## src/rtl/counter_sequencer.sv

```systemverilog
// Programmable start/hold/resume/abort controller for a synchronous up/down
// counter with one-shot or continuous terminal handling.
module counter_sequencer #(
  parameter int WIDTH         = 6,
  parameter int DEFAULT_LIMIT = 63
) (
  input  logic             clk,
  input  logic             clear,
  input  logic             start,
  input  logic             halt,
  input  logic             cfg_we,
  input  logic [WIDTH-1:0] cfg_limit,
  input  logic             cfg_down,
  input  logic             cfg_oneshot,
  output logic [WIDTH-1:0] count,
  output logic [1:0]       state,
  output logic             busy,
  output logic             done,
  output logic             wrap
);

  typedef enum logic [1:0] {
    IDLE = 2'b00,
    RUN  = 2'b01,
    HOLD = 2'b10,
    DONE = 2'b11
  } state_t;

  localparam logic [WIDTH-1:0] ONE = WIDTH'(1);
  localparam logic [WIDTH-1:0] DEF = WIDTH'(DEFAULT_LIMIT);

  state_t           st;
  logic [WIDTH-1:0] limit;
  logic             down;
  logic             oneshot;

  logic             cfg_ok;
  logic [WIDTH-1:0] e_limit;
  logic             e_down;
  logic [WIDTH-1:0] sv;
  logic [WIDTH-1:0] tv;
  logic [WIDTH-1:0] step;

  // A config write on the same edge as start must steer that start.
  always_comb begin
    cfg_ok  = cfg_we && (st == IDLE || st == DONE);
    e_limit = cfg_ok ? cfg_limit : limit;
    e_down  = cfg_ok ? cfg_down : down;
    sv      = e_down ? e_limit : '0;
    tv      = down ? '0 : limit;
    step    = down ? count - ONE : count + ONE;
  end

  always_ff @(posedge clk or posedge clear) begin
    if (clear) begin
      st      <= IDLE;
      count   <= '0;
      busy    <= 1'b0;
      done    <= 1'b0;
      wrap    <= 1'b0;
      limit   <= DEF;
      down    <= 1'b0;
      oneshot <= 1'b0;
    end else begin
      done <= 1'b0;
      wrap <= 1'b0;
      if (cfg_ok) begin
        limit   <= cfg_limit;
        down    <= cfg_down;
        oneshot <= cfg_oneshot;
      end
      unique case (st)
        IDLE: begin
          if (start) begin
            st    <= RUN;
            count <= sv;
            busy  <= 1'b1;
          end
        end
        RUN: begin
          if (halt) begin
            st <= HOLD;
          end else if (count == tv) begin
            if (oneshot) begin
              st   <= DONE;
              busy <= 1'b0;
              done <= 1'b1;
            end else begin
              count <= sv;
              wrap  <= 1'b1;
            end
          end else begin
            count <= step;
          end
        end
        HOLD: begin
          if (halt) begin
            st    <= IDLE;
            count <= '0;
            busy  <= 1'b0;
          end else if (start) begin
            st <= RUN;
          end
        end
        DONE: begin
          if (start) begin
            st    <= RUN;
            count <= sv;
            busy  <= 1'b1;
          end
        end
      endcase
    end
  end

  assign state = st;

endmodule
```

## config.mk

```make
export PLATFORM = sky130hd
export DESIGN_NAME = counter_sequencer
export DESIGN_NICKNAME = d
export VERILOG_FILES = /design/src/rtl/counter_sequencer.sv
export SDC_FILE = /design/constraint.sdc
export NUM_CORES = 1
export LEC_CHECK = 0
export ABC_AREA = 1
export ABC_CLOCK_PERIOD_IN_PS = 2200
export BUFFER_PORTS_ARGS = -buffer_cell sky130_fd_sc_hd__clkbuf_2
export CAP_MARGIN = 30
export CORE_ASPECT_RATIO = 0.8
export CORE_UTILIZATION = 30
export DETAILED_ROUTE_END_ITERATION = 12
export SETUP_SLACK_MARGIN = 0.4
export SLEW_MARGIN = 20
export SYNTH_ARGS = -nofsm -noshare
export SYNTH_HDL_FRONTEND = slang
export SYNTH_SLANG_ARGS = --single-unit
```

## constraint.sdc

```tcl
create_clock -name clk -period 2.2 [get_ports clk]
set_input_delay 0.44 -clock clk [delete_from_list [all_inputs] [get_ports clk]]
set_output_delay 0.44 -clock clk [all_outputs]
set_load 0.1 [all_outputs]
```

* After elaboration in Yosys (flattened, before gate mapping)
Cells that the tools add are included.
** Cells by class
- Reduce and logical (&&, ||, !) cells :: 7
- Multiplexer cells :: 31
- Add/subtract/negate cells :: 2
- Eq/ne operators :: 12
** Operator list (number)
- 6-bit two-way mux :: 9
- 6-bit one-hot mux with 3 select lines :: 1
- 1-bit two-way mux :: 14
- 2-bit two-way mux :: 5
- 3-bit != test, second input constant :: 3
- 2-bit != test, second input constant :: 4
- 6-bit by 1-bit adder with 6-bit output, second input constant :: 1
- 6-bit == test :: 1
- 2-bit one-hot mux with 3 select lines :: 1
- 6-bit by 1-bit subtractor with 6-bit output, second input constant :: 1
- 5-bit AND reduction :: 1
- 2-bit == test, second input constant :: 2
- 4-bit AND reduction :: 1
- 1-bit one-hot mux with 3 select lines :: 1
- 2-bit by 1-bit == test with 1-bit output, second input constant :: 1
- 2-bit zero test :: 1
- 2-bit by 1-bit != test with 1-bit output, second input constant :: 1
- 2-bit AND reduction :: 1
- 2-bit OR reduction :: 1
- 1-bit logical AND :: 1
- 1-bit logical OR :: 1
** Storage, ports and cells
- Input port bits :: 13
- Register bits :: 19
- Logic and storage cells :: 60

* Logic depth before layout (Yosys ltp)
Gate-level depths: netlist (run 1).
- Word-level depth :: 9
- Depth in mapped cells :: 14

* Worst setup path after synthesis (run 1)
Ideal clock, no wire load.
- Kind :: reg2reg
- Start :: register st[0], in the netlist state[0]
- End :: register count[3]
- Period minus slack after synthesis :: 2.438 ns
- Library setup time :: 0.068 ns
- Arrival time :: 2.370 ns
- Stages on the path, launching flop included :: 15
- Data required time :: 2.132 ns
- Slack :: -0.238 ns
- Path through :: dfrtp_1 inv_1 ha_1 nand2_1 buf_4 nand2_1 o21ai_2 inv_2 nor2_1 nand3_1 nand2_1 nand2_1 nand2_1 nand2_1 nand2_1
** On the way
- Longest elaborated chain between the ends :: 9
- Elaborated cells between the ends (all ways) :: 20
- Classes of those cells :: eq/ne: 7; mux: 8; reduce/logical: 5
** Ends and longest elaborated chain
- start: declaration :: line 32 : state_t st;
- start signal: assignment :: line 56 : st <= IDLE;
- start signal: assignment :: line 75 : st <= RUN;
- start signal: assignment :: line 82 : st <= HOLD;
- 2-bit == test / 2-bit zero test (equally long branches) :: line 46 : cfg_ok = cfg_we && (st == IDLE || st == DONE);
- 1-bit logical OR * :: line 46
- 1-bit logical AND * :: line 46
- 1-bit two-way mux *
- named net e_down :: line 39 : logic e_down;
- 6-bit two-way mux * :: line 49 : sv = e_down ? e_limit : '0;
- 6-bit two-way mux :: line 84 : if (oneshot) begin
- 6-bit two-way mux :: line 83 : end else if (count == tv) begin
- 6-bit two-way mux :: line 81 : if (halt) begin
- 6-bit one-hot mux with 3 select lines * :: line 72 : unique case (st)
- end signal: assignment :: line 76 : count <= sv;
- end signal: assignment :: line 89 : count <= sv;
- end signal: assignment :: line 93 : count <= step;
- end: declaration :: line 15 : output logic [WIDTH-1:0] count,
The timed path passes the listed nets; every way through them passes the cells marked *. The select of a mux whose other input is x is not followed.
A chain may end at the register's enable or synchronous reset.

* Worst setup path in the final report (run 1)
- Start :: register down
- End :: register count[4]
** On the way
- Longest elaborated chain between the ends :: 6
- Elaborated cells between the ends (all ways) :: 12
- Classes of those cells :: eq/ne: 2; mux: 9; reduce/logical: 1
** Ends and longest elaborated chain
- start: declaration :: line 34 : logic down;
- start signal: assignment :: line 69 : down <= cfg_down;
- 1-bit two-way mux
- 6-bit two-way mux :: line 49
- 6-bit two-way mux :: line 84
- 6-bit two-way mux :: line 83
- 6-bit two-way mux :: line 81
- 6-bit one-hot mux with 3 select lines :: line 72
Parallel ways exist; a longest one is shown, timed or not. The select of a mux whose other input is x is not followed.

==> results_tabular.tex, run 1 <==
\begin{tabular}{lr}
\hline
Metric & Value \\
\hline
\multicolumn{2}{l}{\textbf{Outcome}} \\
Run status & finished, final reports clean \\
\multicolumn{2}{l}{\textbf{Worst setup path}} \\
Origin of the critical flop-to-flop path & down \\
Origin of the worst setup path & down \\
Critical Path Max Stage Delay & 520 ps \\
Buffers and inverters on the worst path & 0 \\
Cell breakdown of the critical path & fa\_1 -> nand3\_1 -> nand2\_1 -> xnor2\_2 -> nand2\_1 -> nand3\_1 -> nand2\_1 -> nand2\_1 -> nand2\_1 \\
Largest fanout on the critical path & 8 \\
Data required time of the worst path & 2350 ps \\
Element type at the critical path start & register \\
Worst Path Class, Setup & reg2reg \\
Arrival time reported for the critical path endpoint & 1910 ps \\
Most frequent cell on the critical path & sky130\_fd\_sc\_hd\_\_nand2\_1 \\
Slowest stage cell, crit path & sky130\_fd\_sc\_hd\_\_dfrtp\_2 \\
Cell type group with the largest total delay on the critical path & simple AND/OR/NAND/NOR gates \\
CP Capture Type & register \\
\multicolumn{2}{l}{\textbf{Layout}} \\
Layout cell share with drive strength beyond 1 & 39.4\% \\
Final-layout fill cell count & 500 \\
Number of cells in the finished layout apart from fillers & 309 \\
Antenna Diode Count & 0 \\
Net count, final & 271 \\
Synth-to-Final Area Change & 28.6\% \\
\multicolumn{2}{l}{\textbf{Die}} \\
Area enclosed by the die boundary & 5430 sq um \\
Starting density of the core & 32.4\% \\
Placeable core region & around 4800 sq um \\
Number of I/O pins & 24 \\
Chip height & 66.1 microns \\
Row cnt & 22 \\
Die outline width & 82.1 microns \\
\multicolumn{2}{l}{\textbf{Clock tree}} \\
Clock buffers created by TritonCTS & 3 \\
Skew-Pair Late Insertion Delay & 270 ps \\
CTS H-tree lvls & 1 \\
TritonCTS clock tree & built \\
Buffer type at the clock tree root & sky130\_fd\_sc\_hd\_\_clkbuf\_8 \\
Sinks on Clock Net & 19 \\
Number of buffers on the longest clock path & 2 \\
Clock transition at the register clock pins on the worst setup and hold paths after CTS & about 80 ps \\
\multicolumn{2}{l}{\textbf{Global routing}} \\
Total gr overflow & 0 \\
Global-route wire length before repair & between 5000 and 6000 microns \\
Overall track demand over capacity in global routing & 13.8\% \\
Maximum number of pins on one net before global-route repair & 20 \\
Number of global-route vias before repair & 1124 \\
Number of antenna violations at the first check in global routing & 0 \\
\multicolumn{2}{l}{\textbf{Drt}} \\
Drt pass-1 iters & 4 \\
Initial drt markers & 57 \\
Detailed-route vias per instance & around 4.6 \\
Average detailed-routed wire length per instance & 11.8 microns \\
Detailed Route WL & 3650 microns \\
Total number of vias & 1418 \\
Count of antenna-violating nets left after detailed routing & 0 \\
Remaining routing DRC violations & 0 \\
\multicolumn{2}{l}{\textbf{Timing}} \\
Worst clock skew & 9.32 ps \\
Final setup slack of the worst path & 435 ps \\
Setup\_tns & 0 ps \\
Unrepaired setup endpoints after global routing & yes \\
Slew Viols, Final & 0 \\
Remaining max-slew budget at the tightest pin & 50.0\% \\
Fin crit share & 80.2\% \\
Final Hold Vio Count & 0 \\
Least-Margin Pin Slew & 749 ps \\
Final number of setup-violating endpoints & 0 \\
Highest achievable clock rate & 567 MHz \\
Period minus WS final & 1760 ps \\
\multicolumn{2}{l}{\textbf{Logic synthesis}} \\
Average size of a mapped cell & a little over 7 sq um \\
Count of flip-flops with a built-in enable after synthesis & 0 \\
List of most frequent post-synthesis cells & 85 x sky130\_fd\_sc\_hd\_\_nand2\_1, 18 x sky130\_fd\_sc\_hd\_\_inv\_1, 17 x sky130\_fd\_sc\_hd\_\_nand3\_1 \\
Synth area leaders & sky130\_fd\_sc\_hd\_\_dfrtp\_1 21\%, sky130\_fd\_sc\_hd\_\_nand2\_1 21\%, sky130\_fd\_sc\_hd\_\_dfstp\_2 10\%, sky130\_fd\_sc\_hd\_\_ha\_1 5.7\%, sky130\_fd\_sc\_hd\_\_nand3\_1 5.5\% \\
Sequential-to-total area share from yosys stat & 31.3\% \\
Synth top area share & 21.1\% \\
Count of different cell masters after synthesis & 29 \\
Number of standard cells after synthesis & between 200 and 250 \\
Async set or reset register ratio after synthesis & 100\% \\
Flip-flop cell with the highest count after synthesis & sky130\_fd\_sc\_hd\_\_dfrtp\_1 \\
Most numerous cell in the Yosys netlist & sky130\_fd\_sc\_hd\_\_nand2\_1 \\
Warning count from the yosys run & 0 \\
Synthesized cell area & 1540 sq um \\
Flip-flop and latch count after synthesis & 19 \\
Net count after synthesis & around 230 \\
Cell type with the largest total area after synthesis & sky130\_fd\_sc\_hd\_\_dfrtp\_1 \\
\multicolumn{2}{l}{\textbf{Place}} \\
Port Buf Inserts & 23 \\
Final estimated routing congestion in global placement & 0.790 \\
Worst setup timing slack at the placement stage & between 200 and 300 ps \\
Half-perimeter wire length of the detailed placement result & approximately 2600 microns \\
Total instance count after detailed placement & 292 \\
\multicolumn{2}{l}{\textbf{Min path}} \\
Hold WC Path Type & in2async \\
\multicolumn{2}{l}{\textbf{Run}} \\
MaxCap Viol Count & 0 \\
\hline
\end{tabular}
[placed cells by master (no fill, tap or decap), drive strengths merged, types with 4 or more instances in the layout]
cell and count:
a21oi 5, clkbuf 26, dfstp 6, dfrtp 13
ha 7, inv 21, o21ai 8, buf 13
xnor2 4, nor2 17, nand2 97, nand3 22
[state kept, by name (all words and copies together) (netlist names)]
register  count
state         2
limit         6
down          1
oneshot       1
wrap          1
busy          1
done          1
count         6
[cells by family (layout without fill, tap and decap cells)]
logic type	count (synthesis)	count (layout)	share of synthesized area (%)
and+or+nand+nor	141	141	46.8
buffers and inverters	26	63	7.71
DFF	19	19	31.3
AOI/OAI and AO/OA	14	14	4.95
adders and majority gates	8	8	6.98
xor gates and xnor gates	4	4	2.27
[worst register-to-register path: cells and delay by family, from the launching register on]
family / cells / cell delay (ps)
simple gates: 7 / 530
flops: 1 / 520
fa+ha+maj: 1 / 440
xor+xnor: 1 / 150
[per-layer routing]
layer / vias to the layer above / share of wire (%) / track usage (%) / wire length (microns)
li1: 737 / - / - / -
met1: 648 / 50 / 20.8 / 1820
met2: 31 / 45 / 20.0 / 1650
met3: 2 / 4.6 / 3.31 / 169
met4: 0 / 0.47 / 1.97 / 17
met5: - / 0 / 0 / 0
[metrics by stage]
step	utilization (%)	hold WS (ps)	instance area, sq um
after floorplan	-	386	1610
after global placement	37.2	498	1770
after detailed placement	37.2	490	1770
after CTS	39.0	301	1860
after global routing	41.6	364	1980
final	41.6	271	1980
[what timing repair did]
action,in CTS,in global routing
gates resized for setup,4,10
setup buffers,3,10
gates cloned,0,0
hold buffers,0,0
setup endpoints to repair,6,6
pin swaps,1,10
[path summary, 6_finish.rpt]
check / to / slack (ps) / depth (start not counted)
worst max register to register: count[4] / 440 / 9
worst min register to register: busy / 510 / 2
worst max-delay path: count[4] / 440 / 9
max in group asynchronous: state[1] / 1370 / 2
min in group clk: done / 370 / 2
worst min-delay path: wrap / 270 / 2
[layout make-up]
class                   instances  area (sq um)  area share [%]
clock buffers                   3          41.3            2.08
clock inverters                 1          5.00           0.253
inverters                      23           100            5.05
multi-input cells             167          1040            52.6
flip-flops and latches         19           502            25.3
well taps                      60          75.1            3.79
repair buffers                 36           216            10.9
Power of run 1 is not shown: default switching activity piles up to over one toggle a cycle in this logic, so the estimate is an artifact.
==> run 2, diff against run 1 <==
--- a/config.mk
+++ b/config.mk
@@ -6,7 +6,7 @@
 export NUM_CORES = 1
 export LEC_CHECK = 0
 export ABC_AREA = 1
-export ABC_CLOCK_PERIOD_IN_PS = 2200
+export ABC_CLOCK_PERIOD_IN_PS = 1600
 export BUFFER_PORTS_ARGS = -buffer_cell sky130_fd_sc_hd__clkbuf_2
 export CAP_MARGIN = 30
 export CORE_ASPECT_RATIO = 0.8
==> constraint.sdc (replaced) <==
create_clock -name clk -period 1.6 [get_ports clk]
set_input_delay 0.32 -clock clk [delete_from_list [all_inputs] [get_ports clk]]
set_output_delay 0.32 -clock clk [all_outputs]
set_load 0.1 [all_outputs]
==> results_tabular.tex, run 2 (same netlist as run 1, synthesis figures left out) <==
\begin{tabular}{lr}
\hline
Metric & Value \\
\hline
\multicolumn{2}{l}{\textbf{Timing}} \\
Setup\_tns & -424 ps \\
Final setup slack of the worst path & -70.0 ps \\
Unrepaired setup endpoints after global routing & yes \\
Final number of setup-violating endpoints & 10 \\
Final Hold Vio Count & 0 \\
Slew Viols, Final & 0 \\
Fin crit share & 104\% \\
Least-Margin Pin Slew & between 200 and 300 ps \\
Worst clock skew & 1.32 ps \\
Period minus WS final & about 1700 ps \\
Highest achievable clock rate & 599 MHz \\
Remaining max-slew budget at the tightest pin & 82.6\% \\
\multicolumn{2}{l}{\textbf{Run}} \\
MaxCap Viol Count & 0 \\
\multicolumn{2}{l}{\textbf{Power}} \\
Switching Share & 50.1\% \\
Switching power of the nets & 3.25 mW \\
Leakage power total & 1.25 nW \\
Clock group share of total power & 5.3\% \\
VDD IR max & 1430 uV \\
Combinational fraction of design power & between 70\% and 80\% \\
Fraction of power consumed by sequential logic & 15.4\% \\
PwrDens & 2510 nW/um\^{}2 \\
Internal Pwr Total & between 3 and 4 mW \\
\multicolumn{2}{l}{\textbf{Die}} \\
Area enclosed by the die boundary & 5430 sq um \\
Chip height & 66.1 microns \\
Placeable core region & 4760 sq um \\
Number of I/O pins & 24 \\
Die outline width & a little over 80 microns \\
Starting density of the core & between 30\% and 40\% \\
Row cnt & 22 \\
\multicolumn{2}{l}{\textbf{Worst setup path}} \\
Cell depth of the worst flop-to-flop path & 10 \\
Arrival time reported for the critical path endpoint & 1870 ps \\
RR Endpoint & count[3] \\
Largest fanout on the critical path & 10 \\
Element type at the critical path start & register \\
Data required time of the worst path & 1800 ps \\
Worst Path Class, Setup & reg2reg \\
Register-to-register setup slack & -70 ps \\
Origin of the critical flop-to-flop path & state[1] \\
CP Capture Type & register \\
\multicolumn{2}{l}{\textbf{Clock tree}} \\
\# hold bufs at CTS & 0 \\
TritonCTS clock tree & built \\
Skew-Pair Late Insertion Delay & 260 ps \\
Sinks on Clock Net & 19 \\
Clock transition at the register clock pins on the worst setup and hold paths after CTS & 70 ps \\
Clock buffers created by TritonCTS & 3 \\
Buffer type at the clock tree root & sky130\_fd\_sc\_hd\_\_clkbuf\_8 \\
CTS H-tree lvls & 1 \\
Number of buffers on the longest clock path & 2 \\
\multicolumn{2}{l}{\textbf{Layout}} \\
Layout cell share with drive strength beyond 1 & 54.5\% \\
Antenna Diode Count & 0 \\
Final core utilization & 54.4\% \\
Synth-to-Final Area Change & 68.0\% \\
Number of cells in the finished layout apart from fillers & 346 \\
Commonest non-fill, non-tap cell in the layout & sky130\_fd\_sc\_hd\_\_nand2\_1 \\
Top library cells by usage in the layout, fill and taps aside & 74 x sky130\_fd\_sc\_hd\_\_nand2\_1, 34 x sky130\_fd\_sc\_hd\_\_buf\_4, 17 x sky130\_fd\_sc\_hd\_\_nand2\_2, 14 x sky130\_fd\_sc\_hd\_\_nand3\_1 \\
Net count, final & 308 \\
Post-Layout Inst Area & 2590 sq um \\
\multicolumn{2}{l}{\textbf{Global routing}} \\
Number of global-route vias before repair & roughly 1400 \\
Total gr overflow & 0 \\
Maximum number of pins on one net before global-route repair & 20 \\
Number of antenna violations at the first check in global routing & 0 \\
Overall track demand over capacity in global routing & 16.2\% \\
Global-route wire length before repair & between 6000 and 7000 microns \\
\multicolumn{2}{l}{\textbf{Place}} \\
Half-perimeter wire length of the detailed placement result & 3020 microns \\
Final estimated routing congestion in global placement & 0.833 \\
Port Buf Inserts & 23 \\
Worst setup timing slack at the placement stage & -124 ps \\
Area post-placement & 2100 sq um \\
Total instance count after detailed placement & 325 \\
\multicolumn{2}{l}{\textbf{Drt}} \\
Remaining routing DRC violations & 0 \\
Drt pass-1 iters & 4 \\
Average detailed-routed wire length per instance & approximately 12 microns \\
Count of antenna-violating nets left after detailed routing & 0 \\
Initial drt markers & 76 \\
Detailed Route WL & 4310 microns \\
Total number of vias & 1602 \\
Detailed-route vias per instance & 4.63 \\
\multicolumn{2}{l}{\textbf{Outcome}} \\
Violated checks & negative setup slack \\
Run status & complete, but fails checks \\
\multicolumn{2}{l}{\textbf{Min path}} \\
Hold WC Path Type & in2async \\
\hline
\end{tabular}
-- run 2: worst max-delay path by stage --
| stage | depth (start not counted) | from | slack, ps | endpoint |
|---|---|---|---|---|
| after floorplan | 12 | state[0] | -210 | count[3] |
| after global placement | 11 | state[1] | -130 | count[3] |
| after detailed placement | 11 | state[1] | -120 | count[3] |
| after CTS | 11 | state[0] | -60 | count[2] |
| after global routing | 13 | down | -160 | count[3] |
| final | 10 | state[1] | -70 | count[3] |
-- run 2: per-layer routing --
metal	track usage, %	share of wire (%)	up-vias	routed length [microns]
li1	-	-	815	-
met1	21.7	50	760	2160
met2	27.5	47	25	2010
met3	3.45	3.0	2	128
met4	1.32	0.23	0	10
met5	0	0	-	0
-- run 2: power by group through the flow --
stage | combinational, mW | clock, mW | sequential, mW
after floorplan | 2.25 | 0 | 1.60
after global placement | 4.08 | 0 | 0.961
after detailed placement | 4.12 | 0 | 0.969
after CTS | 4.77 | 0.348 | 0.988
after global routing | 5.54 | 0.374 | 1.03
final | 5.15 | 0.342 | 1.00
-- run 2: repair_timing --
item / 4_1_cts / 5_1_grt
buffers inserted: 10 / 5
setup endpoints to repair: 30 / 30
pin swaps: 8 / 8
cloned: 1 / 1
gates resized for setup: 53 / 26
-- run 2: worst max-delay path: stages, from the launching register on --
cell	delay, ps
sky130_fd_sc_hd__dfrtp_4	490
sky130_fd_sc_hd__ha_4	310
sky130_fd_sc_hd__nand2_8	100
sky130_fd_sc_hd__o21a_1	230
sky130_fd_sc_hd__nor2_4	120
sky130_fd_sc_hd__nand3_1	80
sky130_fd_sc_hd__nand2_1	60
sky130_fd_sc_hd__nand2_1	40
sky130_fd_sc_hd__nand2_1	50
sky130_fd_sc_hd__nand2_1	70
sky130_fd_sc_hd__nand2_1	60
-- run 2: final cells by class --
cell class / instances / area [sq um]
inverter: 23 / 98.8
timing repair buffer: 71 / 709
sequential: 19 / 518
tap: 60 / 75.1
clock buffer: 4 / 45.0
multi-input combinational: 169 / 1140
fill: 448 / 2170
-- run 2: through the flow --
stage               hold WS, ps  total power, mW
finish                     54.7             6.49
global placement            342             5.04
detailed placement          344             5.09
floorplan                   267             3.85
CTS                        64.7             6.10
global route                102             6.94
Note: power is estimated with default switching activity, not from simulation.
==> run 3, diff against run 2 <==
--- a/config.mk
+++ b/config.mk
@@ -7,7 +7,7 @@
 export LEC_CHECK = 0
 export ABC_AREA = 1
 export ABC_CLOCK_PERIOD_IN_PS = 1600
-export BUFFER_PORTS_ARGS = -buffer_cell sky130_fd_sc_hd__clkbuf_2
+export BUFFER_PORTS_ARGS = -buffer_cell sky130_fd_sc_hd__buf_2
 export CAP_MARGIN = 30
 export CORE_ASPECT_RATIO = 0.8
 export CORE_UTILIZATION = 30
==> constraint.sdc (replaced) <==
create_clock -name clk -period 1.6 [get_ports clk]
set_input_delay 0.32 -clock clk [delete_from_list [all_inputs] [get_ports clk]]
set_output_delay 0.32 -clock clk [all_outputs]
set_load 0.02 [all_outputs]
==> results_tabular.tex, run 3 (same netlist as run 1, synthesis figures left out) <==
\begin{tabular}{lr}
\hline
Metric & Value \\
\hline
\multicolumn{2}{l}{\textbf{Worst setup path}} \\
Worst Path Class, Setup & reg2reg \\
Origin of the critical flop-to-flop path & state[1] \\
Data required time of the worst path & 1800 ps \\
Cell depth of the worst flop-to-flop path & 11 \\
Element type at the critical path start & register \\
RR Endpoint & count[3] \\
Largest fanout on the critical path & 5 \\
Register-to-register setup slack & -80 ps \\
Origin of the worst setup path & state[1] \\
CP Capture Type & register \\
Arrival time reported for the critical path endpoint & approximately 1900 ps \\
\multicolumn{2}{l}{\textbf{Global routing}} \\
Global-route wire length before repair & about 6600 microns \\
Maximum number of pins on one net before global-route repair & 20 \\
Number of antenna violations at the first check in global routing & 0 \\
Total gr overflow & 0 \\
Number of global-route vias before repair & 1442 \\
Overall track demand over capacity in global routing & 16.5\% \\
\multicolumn{2}{l}{\textbf{Layout}} \\
Layout cell share with drive strength beyond 1 & 50.9\% \\
Number of cells in the finished layout apart from fillers & 333 \\
Net count, final & 295 \\
Antenna Diode Count & 0 \\
Top library cells by usage in the layout, fill and taps aside & 69 x sky130\_fd\_sc\_hd\_\_nand2\_1, 23 x sky130\_fd\_sc\_hd\_\_buf\_4, 20 x sky130\_fd\_sc\_hd\_\_nand2\_2, 19 x sky130\_fd\_sc\_hd\_\_buf\_6 \\
Synth-to-Final Area Change & 52.2\% \\
Post-Layout Inst Area & 2350 sq um \\
Final core utilization & 49.3\% \\
Commonest non-fill, non-tap cell in the layout & sky130\_fd\_sc\_hd\_\_nand2\_1 \\
\multicolumn{2}{l}{\textbf{Clock tree}} \\
\# hold bufs at CTS & 0 \\
Number of buffers on the longest clock path & 2 \\
Buffer type at the clock tree root & sky130\_fd\_sc\_hd\_\_clkbuf\_8 \\
Skew-Pair Late Insertion Delay & 260 ps \\
Clock buffers created by TritonCTS & 3 \\
CTS H-tree lvls & 1 \\
Clock transition at the register clock pins on the worst setup and hold paths after CTS & 70 ps \\
TritonCTS clock tree & built \\
Sinks on Clock Net & 19 \\
\multicolumn{2}{l}{\textbf{Die}} \\
Row cnt & 22 \\
Area enclosed by the die boundary & 5430 sq um \\
Die outline width & 82.1 microns \\
Chip height & 66.1 microns \\
Starting density of the core & 32.4\% \\
Placeable core region & around 4800 sq um \\
Number of I/O pins & 24 \\
\multicolumn{2}{l}{\textbf{Outcome}} \\
Violated checks & negative setup slack \\
Run status & complete, but fails checks \\
\multicolumn{2}{l}{\textbf{Drt}} \\
Detailed Route WL & 4210 microns \\
Remaining routing DRC violations & 0 \\
Detailed-route vias per instance & around 4.6 \\
Count of antenna-violating nets left after detailed routing & 0 \\
Drt pass-1 iters & 4 \\
Total number of vias & around 1500 \\
Initial drt markers & 86 \\
Average detailed-routed wire length per instance & approximately 13 microns \\
\multicolumn{2}{l}{\textbf{Min path}} \\
Hold WC Path Type & in2async \\
\multicolumn{2}{l}{\textbf{Power}} \\
Fraction of power consumed by sequential logic & 17.7\% \\
Leakage power total & about 1.2 nW \\
PwrDens & between 2000 and 2500 nW/um\^{}2 \\
VDD IR max & 1110 uV \\
Switching Share & roughly 49\% \\
Clock group share of total power & 6.2\% \\
Total chip power & 5.55 mW \\
Combinational fraction of design power & between 70\% and 80\% \\
Internal Pwr Total & 2.83 mW \\
Switching power of the nets & 2.72 mW \\
\multicolumn{2}{l}{\textbf{Place}} \\
Final estimated routing congestion in global placement & between 0.8 and 0.9 \\
Half-perimeter wire length of the detailed placement result & 2930 microns \\
Total instance count after detailed placement & around 320 \\
Port Buf Inserts & 23 \\
Worst setup timing slack at the placement stage & -100 ps \\
Area post-placement & 1980 sq um \\
\multicolumn{2}{l}{\textbf{Timing}} \\
Setup\_tns & -289 ps \\
Final number of setup-violating endpoints & 6 \\
Remaining max-slew budget at the tightest pin & between 80 and 90\% \\
Unrepaired setup endpoints after global routing & yes \\
Post-Route Hold Slack & 73.9 ps \\
Slew Viols, Final & 0 \\
Final setup slack of the worst path & -83.8 ps \\
Fin crit share & 105\% \\
Least-Margin Pin Slew & 294 ps \\
Highest achievable clock rate & 594 MHz \\
Period minus WS final & 1680 ps \\
Worst clock skew & 2.43 ps \\
Final Hold Vio Count & 0 \\
\multicolumn{2}{l}{\textbf{Run}} \\
MaxCap Viol Count & 0 \\
\hline
\end{tabular}
[run 3: final cells by class]
| type | count | area, sq um |
|---|---|---|
| multi-input cells | 169 | 1160 |
| fillers | 462 | 2420 |
| flip-flops and latches | 19 | 493 |
| well taps | 60 | 75.1 |
| inverters | 23 | 101 |
| repair buffers | 58 | 467 |
| clock buffers | 4 | 45.0 |
[run 3: power groups by stage]
stage | Sequential (mW) | Clock (mW) | Combinational, mW
2_1_floorplan | 1.06 | 0 | 2.22
3_3_place_gp | 0.928 | 0 | 3.32
3_5_place_dp | 0.934 | 0 | 3.37
4_1_cts | 0.958 | 0.357 | 3.79
5_1_grt | 1.01 | 0.379 | 4.64
6_report | 0.980 | 0.345 | 4.22
[run 3: metal layers]
layer  track usage (%)  share of wire [%]  up-vias
li1                  -                  -      792
met1              20.8                 49      724
met2              28.9                 48       28
met3              3.45                3.3        4
met4              2.63               0.40        0
met5                 0                  0        -
[run 3: worst max-delay path by stage]
stage	to	slack, ps	depth (start not counted)
after floorplan	count[3]	-30	12
after global placement	count[0]	-60	10
after detailed placement	count[3]	-100	13
after CTS	count[2]	-40	11
after global routing	count[5]	-170	11
final	count[3]	-80	11
[run 3: critical path, cell delays in order, from the launching register on]
cell and delay (ps):
sky130_fd_sc_hd__dfrtp_2 440, sky130_fd_sc_hd__ha_4 340, sky130_fd_sc_hd__nand2_4 100, sky130_fd_sc_hd__o21ai_4 230
sky130_fd_sc_hd__inv_2 100, sky130_fd_sc_hd__nor2_4 90, sky130_fd_sc_hd__nand3_1 80, sky130_fd_sc_hd__nand2_1 60
sky130_fd_sc_hd__nand2_1 40, sky130_fd_sc_hd__nand2_1 50, sky130_fd_sc_hd__nand2_1 50, sky130_fd_sc_hd__nand2_1 50
[run 3: timing repair]
| item | 4_1_cts | 5_1_grt |
|---|---|---|
| pin swaps | 7 | 14 |
| gates cloned | 1 | 1 |
| buffers inserted | 2 | 4 |
| resized for setup | 37 | 32 |
| endpoints found under the setup margin | 25 | 27 |
